File: config.mk
export PLATFORM = sky130hd
export DESIGN_NAME = move_slot_scheduler
export DESIGN_NICKNAME = d
export VERILOG_FILES = /design/src/rtl/move_slot_scheduler_pkg.sv /design/src/rtl/move_slot_scheduler_rr_pick.sv /design/src/rtl/move_slot_scheduler.sv
export SDC_FILE = /design/constraint.sdc
export NUM_CORES = 1
export LEC_CHECK = 0
export ABC_AREA = 1
export ABC_CLOCK_PERIOD_IN_PS = 1550
export CAP_MARGIN = 20
export CORE_MARGIN = 2
export CORE_UTILIZATION = 50
export DETAILED_ROUTE_END_ITERATION = 10
export HOLD_SLACK_MARGIN = 0.05
export PLACE_DENSITY_LB_ADDON = 0.08
export SLEW_MARGIN = 20
export SYNTH_ARGS = -nofsm -noshare
export SYNTH_HDL_FRONTEND = slang
export SYNTH_SLANG_ARGS = --single-unit
File: constraint.sdc
create_clock -name clk -period 1.55 [get_ports clk]
set_clock_uncertainty 0.15 [all_clocks]
set_input_delay 0.31 -clock clk [delete_from_list [all_inputs] [get_ports clk]]
set_output_delay 0.31 -clock clk [all_outputs]
set_load 0.05 [all_outputs]
File: src/rtl/move_slot_scheduler_pkg.sv
// move_slot_scheduler_pkg: FSM state encoding and parameter defaults for the move-slot scheduler
package move_slot_scheduler_pkg;
  typedef enum logic [1:0] {IDLE = 2'd0, SCAN = 2'd1, WAIT = 2'd2} state_t;
  localparam int N_REQ_DEF = 4;
  localparam int TIMEOUT_DEF = 64;
endpackage

File: src/rtl/move_slot_scheduler_rr_pick.sv
// move_slot_scheduler_rr_pick: combinational round-robin picker, first set bit of cand at or above ptr with wrap
//   cand : candidate request bits
//   ptr  : index where the search starts
//   pick : chosen index (0 when nothing is set)
//   any  : at least one candidate present
module move_slot_scheduler_rr_pick #(
  parameter int N_REQ = 4,
  localparam int IDW = $clog2(N_REQ)
) (
  input  logic [N_REQ-1:0] cand,
  input  logic [IDW-1:0]   ptr,
  output logic [IDW-1:0]   pick,
  output logic             any
);
  logic [2*N_REQ-1:0] dbl;
  // Lower half keeps only bits at or above ptr, upper half is the wrapped copy;
  // the lowest set bit of the concatenation is the round-robin winner.
  always_comb begin
    dbl = {cand, cand & ~((N_REQ'(1) << ptr) - N_REQ'(1))};
    pick = '0;
    for (int i = 2 * N_REQ - 1; i >= 0; i--)
      if (dbl[i]) pick = IDW'(i >= N_REQ ? i - N_REQ : i);
    any = |cand;
  end
endmodule

File: src/rtl/move_slot_scheduler.sv
// move_slot_scheduler: per-frame round-robin time-sharing of the movement/collision unit between sprites
//   clk, rst_n   : clock, asynchronous active-low reset
//   frame_tick   : starts a service round (latches req)
//   req          : per-sprite move request level
//   done         : move unit finished the granted sprite
//   gnt, sel     : registered one-hot grant and its index
//   busy         : round in progress
//   frame_done   : pulse when a round completes
//   overrun      : pulse when frame_tick arrives during a round
//   timeout_err  : pulse when the watchdog releases a grant
module move_slot_scheduler
  import move_slot_scheduler_pkg::*;
#(
  parameter int N_REQ = N_REQ_DEF,
  parameter int TIMEOUT = TIMEOUT_DEF,
  localparam int IDW = $clog2(N_REQ)
) (
  input  logic             clk,
  input  logic             rst_n,
  input  logic             frame_tick,
  input  logic [N_REQ-1:0] req,
  input  logic             done,
  output logic [N_REQ-1:0] gnt,
  output logic [IDW-1:0]   sel,
  output logic             busy,
  output logic             frame_done,
  output logic             overrun,
  output logic             timeout_err
);
  localparam int WDW = $clog2(TIMEOUT);
  state_t           state;
  logic [N_REQ-1:0] pending;
  logic [IDW-1:0]   ptr, pick;
  logic [WDW-1:0]   wdog;
  logic             any, expire;
  // Sprites that dropped req since the tick are masked out before picking.
  move_slot_scheduler_rr_pick #(.N_REQ(N_REQ)) u_pick (
    .cand(pending & req),
    .ptr (ptr),
    .pick(pick),
    .any (any)
  );
  assign expire = wdog == WDW'(TIMEOUT - 1);
  always_ff @(posedge clk or negedge rst_n)
    if (!rst_n) begin
      state       <= IDLE;
      pending     <= '0;
      ptr         <= '0;
      wdog        <= '0;
      gnt         <= '0;
      sel         <= '0;
      busy        <= 1'b0;
      frame_done  <= 1'b0;
      overrun     <= 1'b0;
      timeout_err <= 1'b0;
    end else begin
      frame_done  <= 1'b0;
      timeout_err <= 1'b0;
      overrun     <= frame_tick && state != IDLE;
      case (state)
        IDLE: if (frame_tick) begin
          pending    <= req;
          state      <= |req ? SCAN : IDLE;
          busy       <= |req;
          frame_done <= ~|req;
        end
        SCAN: if (!any) begin
          pending    <= '0;
          state      <= IDLE;
          busy       <= 1'b0;
          frame_done <= 1'b1;
        end else begin
          gnt   <= N_REQ'(1) << pick;
          sel   <= pick;
          wdog  <= '0;
          state <= WAIT;
        end
        WAIT: if (done || expire) begin
          pending[sel] <= 1'b0;
          ptr          <= sel == IDW'(N_REQ - 1) ? '0 : sel + 1'b1;
          gnt          <= '0;
          timeout_err  <= ~done;
          state        <= SCAN;
        end else wdog <= wdog + 1'b1;
        default: state <= IDLE;
      endcase
    end
endmodule

==> results.py, run 1 <==
metrics = {
    "cts": {
        "clkTransAtPathRegs_ps": 140,
        "cts_buffers": 3,
        "clk_path_buf_depth": 2,
        "cts.htree.levels": 1,
        "cts_tree": "yes",
        "clkLatencyLatePin_ps": 320,
        "root_buffer": "clkbuf_4",
        "hold_buffers": 0,
        "clock_sinks": 24,
    },
    "drt": {
        "drtAntennaViolNets": 0,
        "first_pass_iters": 4,
        "drcViolationCount": 0,
        "vias": 1399,
        "wl_um": 3440,
        "routed_via_density": 5.24,
        "drtIter0Drc": 54,
        "routedWlPerCell_um": 12.9,
    },
    "cells_and_area": {
        "layout_common_cells": "nand2_1 (50), buf_4 (29), dfrtp_1 (22)",
        "fill_cells": 204,
        "drive_above_1_share": 0.369,
        "area_growth_pct": 40.6,
        "diodes": 0,
        "nets": 254,
        "mostFrequentLayoutCell": "nand2_1",
    },
    "outcome": {
        "outcome": "finished with violations",
        "violations": "negative setup slack",
    },
    "worst_setup_path": {
        "end_kind": "flop",
        "cp_max_fo": 4,
        "critPathLaunchType": "flop",
        "crit_type": "reg2reg",
        "required_ps": 1620,
        "crit_arrival_ps": 1710,
    },
    "logic_synthesis": {
        "syn_area_um2": 1520,
        "synth-seq-cells": 24,
        "synth_warnings": 0,
        "seq_area_frac_synth": 0.396,
        "synth_top_area_cell": "dfrtp_1",
        "synth_top_area_frac": 0.396,
        "synth_nets": 205,
        "synthCells": 188,
        "synth.distinct_cells": 26,
        "yosys-top-cells-area": "dfrtp_1 (40%), nand2_1 (14%), ha_1 (7.4%)",
        "synth.avg_cell_area_um2": 8.07,
    },
    "power_and_ir_drop": {
        "p_leak_nw": 1.06,
        "p_switching_mw": 1.82,
        "power_frac_clock": 0.113,
        "p_sw_frac": 0.452,
        "intPower_mw": 2.20,
        "p_seq_frac": 0.256,
        "irDropWorstVdd_mv": 1.21,
        "p_per_area_nw_per_um2": 1890,
        "p_comb_frac": 0.630,
    },
    "timing": {
        "slew_headroom": 0.791,
        "worst_slew_pin_slew_ps": 314,
        "timing.final.crit_share": 1.06,
        "fin_crit_ps": 1640,
        "hold_viol": 0,
        "rsz0062_at_grt": "true",
        "slew_violations": 0,
        "fin_hold_ws_ps": 180,
        "fmax_mhz": 608,
        "setup_slack_ps": -94.3,
        "setup-violations-final": 17,
    },
    "global_route": {
        "grt_util_all_layers": 0.222,
        "grt_pass1_wl_um": 5870,
        "grt_max_degree": 25,
        "grt_util_met3": 0.0284,
        "grtUsageMet2": 0.387,
        "grt_pass1_vias": 1353,
        "overflow": 0,
        "use_met1": 0.277,
        "busiest_layer": "met2",
        "antenna_found_initial": 0,
    },
    "place": {
        "numPortBuffers": 17,
        "routabilityCongestion": 0.821,
        "dp_hpwl_um": 2550,
        "pre_cts_ws_ps": -272,
    },
    "die": {
        "start_util": 0.536,
        "core-area_um2": 2830,
        "die_h_um": 59.1,
        "pin_count": 18,
        "die_width_um": 59.1,
        "fp.dieArea_um2": 3490,
        "core.rowCount": 19,
    },
    "run": {
        "maxCapViolCount": 0,
    },
    "min_path": {
        "hold_path.class": "in2async",
    },
}
==> worst paths after layout <==
| kind | cells past startpoint | slack, ps | end | startpoint |
|---|---|---|---|---|
| worst max-delay path | 8 | -90 | state[0] | state[0] |
| worst min-delay path | 2 | 180 | wdog[4] | rst_n |
| worst max register to register | 8 | -90 | state[0] | state[0] |
| worst min register to register | 2 | 370 | pending[2] | pending[2] |
| max in group asynchronous | 2 | 820 | sel[0] | rst_n |
| min in group clk | 2 | 370 | pending[2] | pending[2] |
==> flip-flops by register name, indices dropped and copies added (netlist names) <==
name,flops
busy,1
frame_done,1
gnt,4
overrun,1
pending,4
ptr,2
sel,2
state,2
timeout_err,1
wdog,6
==> per-stage QoR <==
step	TNS [ps]	std cells	cell area [um2]	utilization	power, mW
after floorplan	-82.0	188	1520	-	2.41
after global placement	-3600	257	1970	0.697	3.21
after detailed placement	-4340	257	1970	0.697	3.29
after CTS	-307	264	2070	0.733	3.86
after global routing	-2350	267	2130	0.754	4.31
final	-983	267	2130	0.754	4.02
==> kinds of logic (layout without fill, tap and decap cells) <==
group / count (synthesis) / after routing / synth area share
compound gates: 22 / 22 / 0.0965
fa+ha+maj: 9 / 9 / 0.0742
buf+inv: 29 / 76 / 0.0899
flops: 24 / 24 / 0.396
simple gates: 104 / 105 / 0.344
==> power by group through the flow <==
stage / clock (mW) / sequential, mW / combinational, mW
floorplan: 0 / 1.25 / 1.16
global placement: 0 / 1.02 / 2.19
detailed placement: 0 / 1.03 / 2.26
CTS: 0.471 / 1.02 / 2.37
global route: 0.489 / 1.05 / 2.77
finish: 0.456 / 1.03 / 2.53
==> cell type report <==
class / count / area (um2) / area share
Clock inverter: 1 / 30.0 / 0.0141
Tap cell: 31 / 38.8 / 0.0182
Clock buffer: 3 / 22.5 / 0.0106
Multi-Input combinational cell: 136 / 853 / 0.400
Timing Repair Buffer: 46 / 488 / 0.229
Inverter: 26 / 97.6 / 0.0457
Sequential cell: 24 / 603 / 0.283
==> repair_timing <==
action	CTS	global route
cloned	1	0
gates resized for setup	8	10
setup buffers	2	3
endpoints found under the setup margin	16	20
pin swaps	8	4
==> critical path, cell delays in order, from the launching register on <==
cell and delay [ps]:
dfrtp_1 450, inv_2 110, ha_4 140, inv_2 30, or2_4 230, nor2_4 180, nor2_2 90, nand2_1 80
o21ai_1 70
==> cells in the mapped netlist (all sizes together) <==
library cell / instances
o21bai: 1
nand3b: 1
dfrtp: 24
o22ai: 1
a21boi: 1
nor2: 11
nand4: 10
ha: 9
buf: 3
nand2: 64
nand3: 11
or2: 4
o21ai: 19
inv: 26
nor3: 3
==> per-layer routing <==
layer	share of wire	routed length [um]
met4	0.017	60
met2	0.52	1790
met1	0.43	1480
met3	0.032	111
met5	0	0
Note: power is estimated with default switching activity, not from simulation.
==> run 2, diff against run 1 <==
- CORE_ASPECT_RATIO: default -> 2
==> run 2 against run 1 <==
The flow still finishes with violations (negative setup slack); utilization is 2.5 points higher; sequential share of layout area is 2.0 points lower; non-clock buffer count grew 3; clock power fell by 15%; setup slack improved by 39 ps; final cell count is 1.1% higher; register-to-register slack improved by 40 ps; first-iteration DRC count fell by 37%; clock-buffer cell count rose by 1; critical path depth unchanged; combinational power is 11% higher; design area is 7.5% higher.
==> results.py, run 2 (synthesis results as in run 1) <==
metrics = {
    "place": {
        "routabilityCongestion": 0.881,
        "pre_cts_ws_ps": -270,
        "dp_hpwl_um": 2830,
        "numPortBuffers": 17,
    },
    "drt": {
        "vias": 1456,
        "drtIter0Drc": 34,
        "routed_via_density": 5.39,
        "drtAntennaViolNets": 0,
        "first_pass_iters": 4,
        "wl_um": 3970,
        "routedWlPerCell_um": 14.7,
        "drcViolationCount": 0,
    },
    "power_and_ir_drop": {
        "p_comb_frac": 0.661,
        "power_frac_clock": 0.091,
        "p_seq_frac": 0.248,
        "intPower_mw": 2.28,
        "p_switching_mw": 1.98,
        "irDropWorstVdd_mv": 1.27,
        "p_per_area_nw_per_um2": 1860,
        "p_sw_frac": 0.465,
        "p_leak_nw": 1.12,
    },
    "global_route": {
        "grt_pass1_wl_um": 6840,
        "overflow": 0,
        "grt_pass1_vias": 1590,
        "antenna_found_initial": 0,
        "grt_max_degree": 25,
        "grt_util_all_layers": 0.257,
    },
    "worst_setup_path": {
        "crit_buf_inv": 2,
        "critPathLaunchType": "flop",
        "end_kind": "flop",
        "critical-path-top-delay-family": "simple AND/OR/NAND/NOR gates",
        "cp_max_fo": 5,
        "crit_arrival_ps": 1610,
        "worst_r2r_path_depth": 8,
        "path_cells": "inv_2, ha_4, inv_2, or2_4, nor2_4, nor2_4, nand3_1, o21ai_1",
        "crit_end": "state[1]",
        "required_ps": 1550,
        "crit_cells": 8,
        "slowest_stage": "dfrtp_1",
        "crit_type": "reg2reg",
        "crit_path_max_incr_delay_ps": 410,
        "r2r_slack_ps": -60,
        "reg2reg_from": "state[0]",
        "crit_path_start": "state[0]",
        "r2r-end": "state[1]",
    },
    "timing": {
        "hold_viol": 0,
        "timing.final.crit_share": 1.04,
        "setup_slack_ps": -55.4,
        "rsz0062_at_grt": "true",
        "worst_slew_pin_slew_ps": 306,
        "setup_tns_ps": -347,
        "fin_crit_ps": 1610,
        "slew_violations": 0,
        "slew_headroom": 0.796,
        "fin_hold_ws_ps": 247,
        "fmax_mhz": 623,
        "setup-violations-final": 11,
    },
    "die": {
        "core.rowCount": 28,
        "die_width_um": 43.0,
        "die_h_um": 81.9,
        "pin_count": 18,
        "core-area_um2": 2940,
        "start_util": 0.516,
        "fp.dieArea_um2": 3520,
    },
    "run": {
        "maxCapViolCount": 0,
    },
    "cts": {
        "cts_buffers": 3,
        "clkLatencyLatePin_ps": 270,
        "cts_tree": "yes",
        "clock_sinks": 24,
        "root_buffer": "clkbuf_8",
        "hold_buffers": 0,
        "clkTransAtPathRegs_ps": 80,
        "clk_path_buf_depth": 2,
        "cts.htree.levels": 1,
    },
    "min_path": {
        "hold_path.class": "in2async",
    },
    "outcome": {
        "outcome": "finished with violations",
        "violations": "negative setup slack",
    },
    "cells_and_area": {
        "fill_cells": 208,
        "largest_reg_flops": 6,
        "multi_input_area_um2": 948,
        "top_register": "wdog",
        "utilization": 0.779,
        "ff_latch_area_um2": 603,
        "mostFrequentLayoutCell": "nand2_1",
        "layout_common_cells": "nand2_1 (46), buf_4 (28), dfrtp_1 (22)",
        "area_growth_pct": 51.1,
        "nets": 258,
        "reg.largest.list": "wdog (6), gnt (4), pending (4)",
        "diodes": 0,
        "drive_above_1_share": 0.413,
    },
}
==> run 2: how the worst min path moves through the flow <==
| stage | cells after the start | slack, ps | endpoint | from |
|---|---|---|---|---|
| after detailed placement | 2 | 360 | pending[0] | pending[0] |
| final | 2 | 250 | pending[0] | rst_n |
| after global routing | 2 | 280 | wdog[3] | rst_n |
| after CTS | 2 | 260 | ptr[0] | rst_n |
| after floorplan | 0 | -140 | busy | rst_n |
| after global placement | 2 | 360 | pending[2] | pending[2] |
==> run 2: worst register-to-register path, delay by kind of cell, from the launching register on <==
| kind | cells | cell delay [ps] |
|---|---|---|
| adder cells (fa/ha/maj) | 1 | 150 |
| AND/OR/NAND/NOR | 4 | 560 |
| AO/OA/AOI/OAI | 1 | 70 |
| flip-flops | 1 | 410 |
| buffers and inverters | 2 | 140 |
==> run 2: layout make-up <==
class                   count  area share
well taps                  30      0.0164
repair buffers             49       0.244
clock buffers               4      0.0196
inverters                  26      0.0436
flip-flops and latches     24       0.263
multi-input cells         137       0.414
==> run 2: metal layers <==
metal | share of wire | up-vias | wire length, um | GRT usage
li1 | - | 709 | - | -
met5 | 0 | - | 0 | 0
met1 | 0.35 | 714 | 1390 | 0.258
met2 | 0.60 | 20 | 2380 | 0.511
met3 | 0.013 | 13 | 52 | 0.0242
met4 | 0.035 | 0 | 139 | 0.115
==> run 2: power groups by stage <==
stage	Sequential (mW)	Clock [mW]	Combinational, mW
final	1.06	0.389	2.81
after global routing	1.08	0.418	3.05
after CTS	1.03	0.388	2.62
after detailed placement	1.04	0	2.28
after global placement	1.03	0	2.23
after floorplan	1.25	0	1.16
==> run 2: timing repair <==
action                     CTS  global route
gates resized for setup     16            24
pin swaps                   13             5
cloned                       2             0
setup endpoints to repair   17            20
buffers inserted             8             1
==> run 2: stage by stage <==
step | instances | power, mW | area (um2)
2_1_floorplan | 188 | 2.41 | 1520
3_3_place_gp | 255 | 3.25 | 1980
3_5_place_dp | 255 | 3.32 | 1980
4_1_cts | 269 | 4.05 | 2210
5_1_grt | 270 | 4.55 | 2290
6_report | 270 | 4.26 | 2290
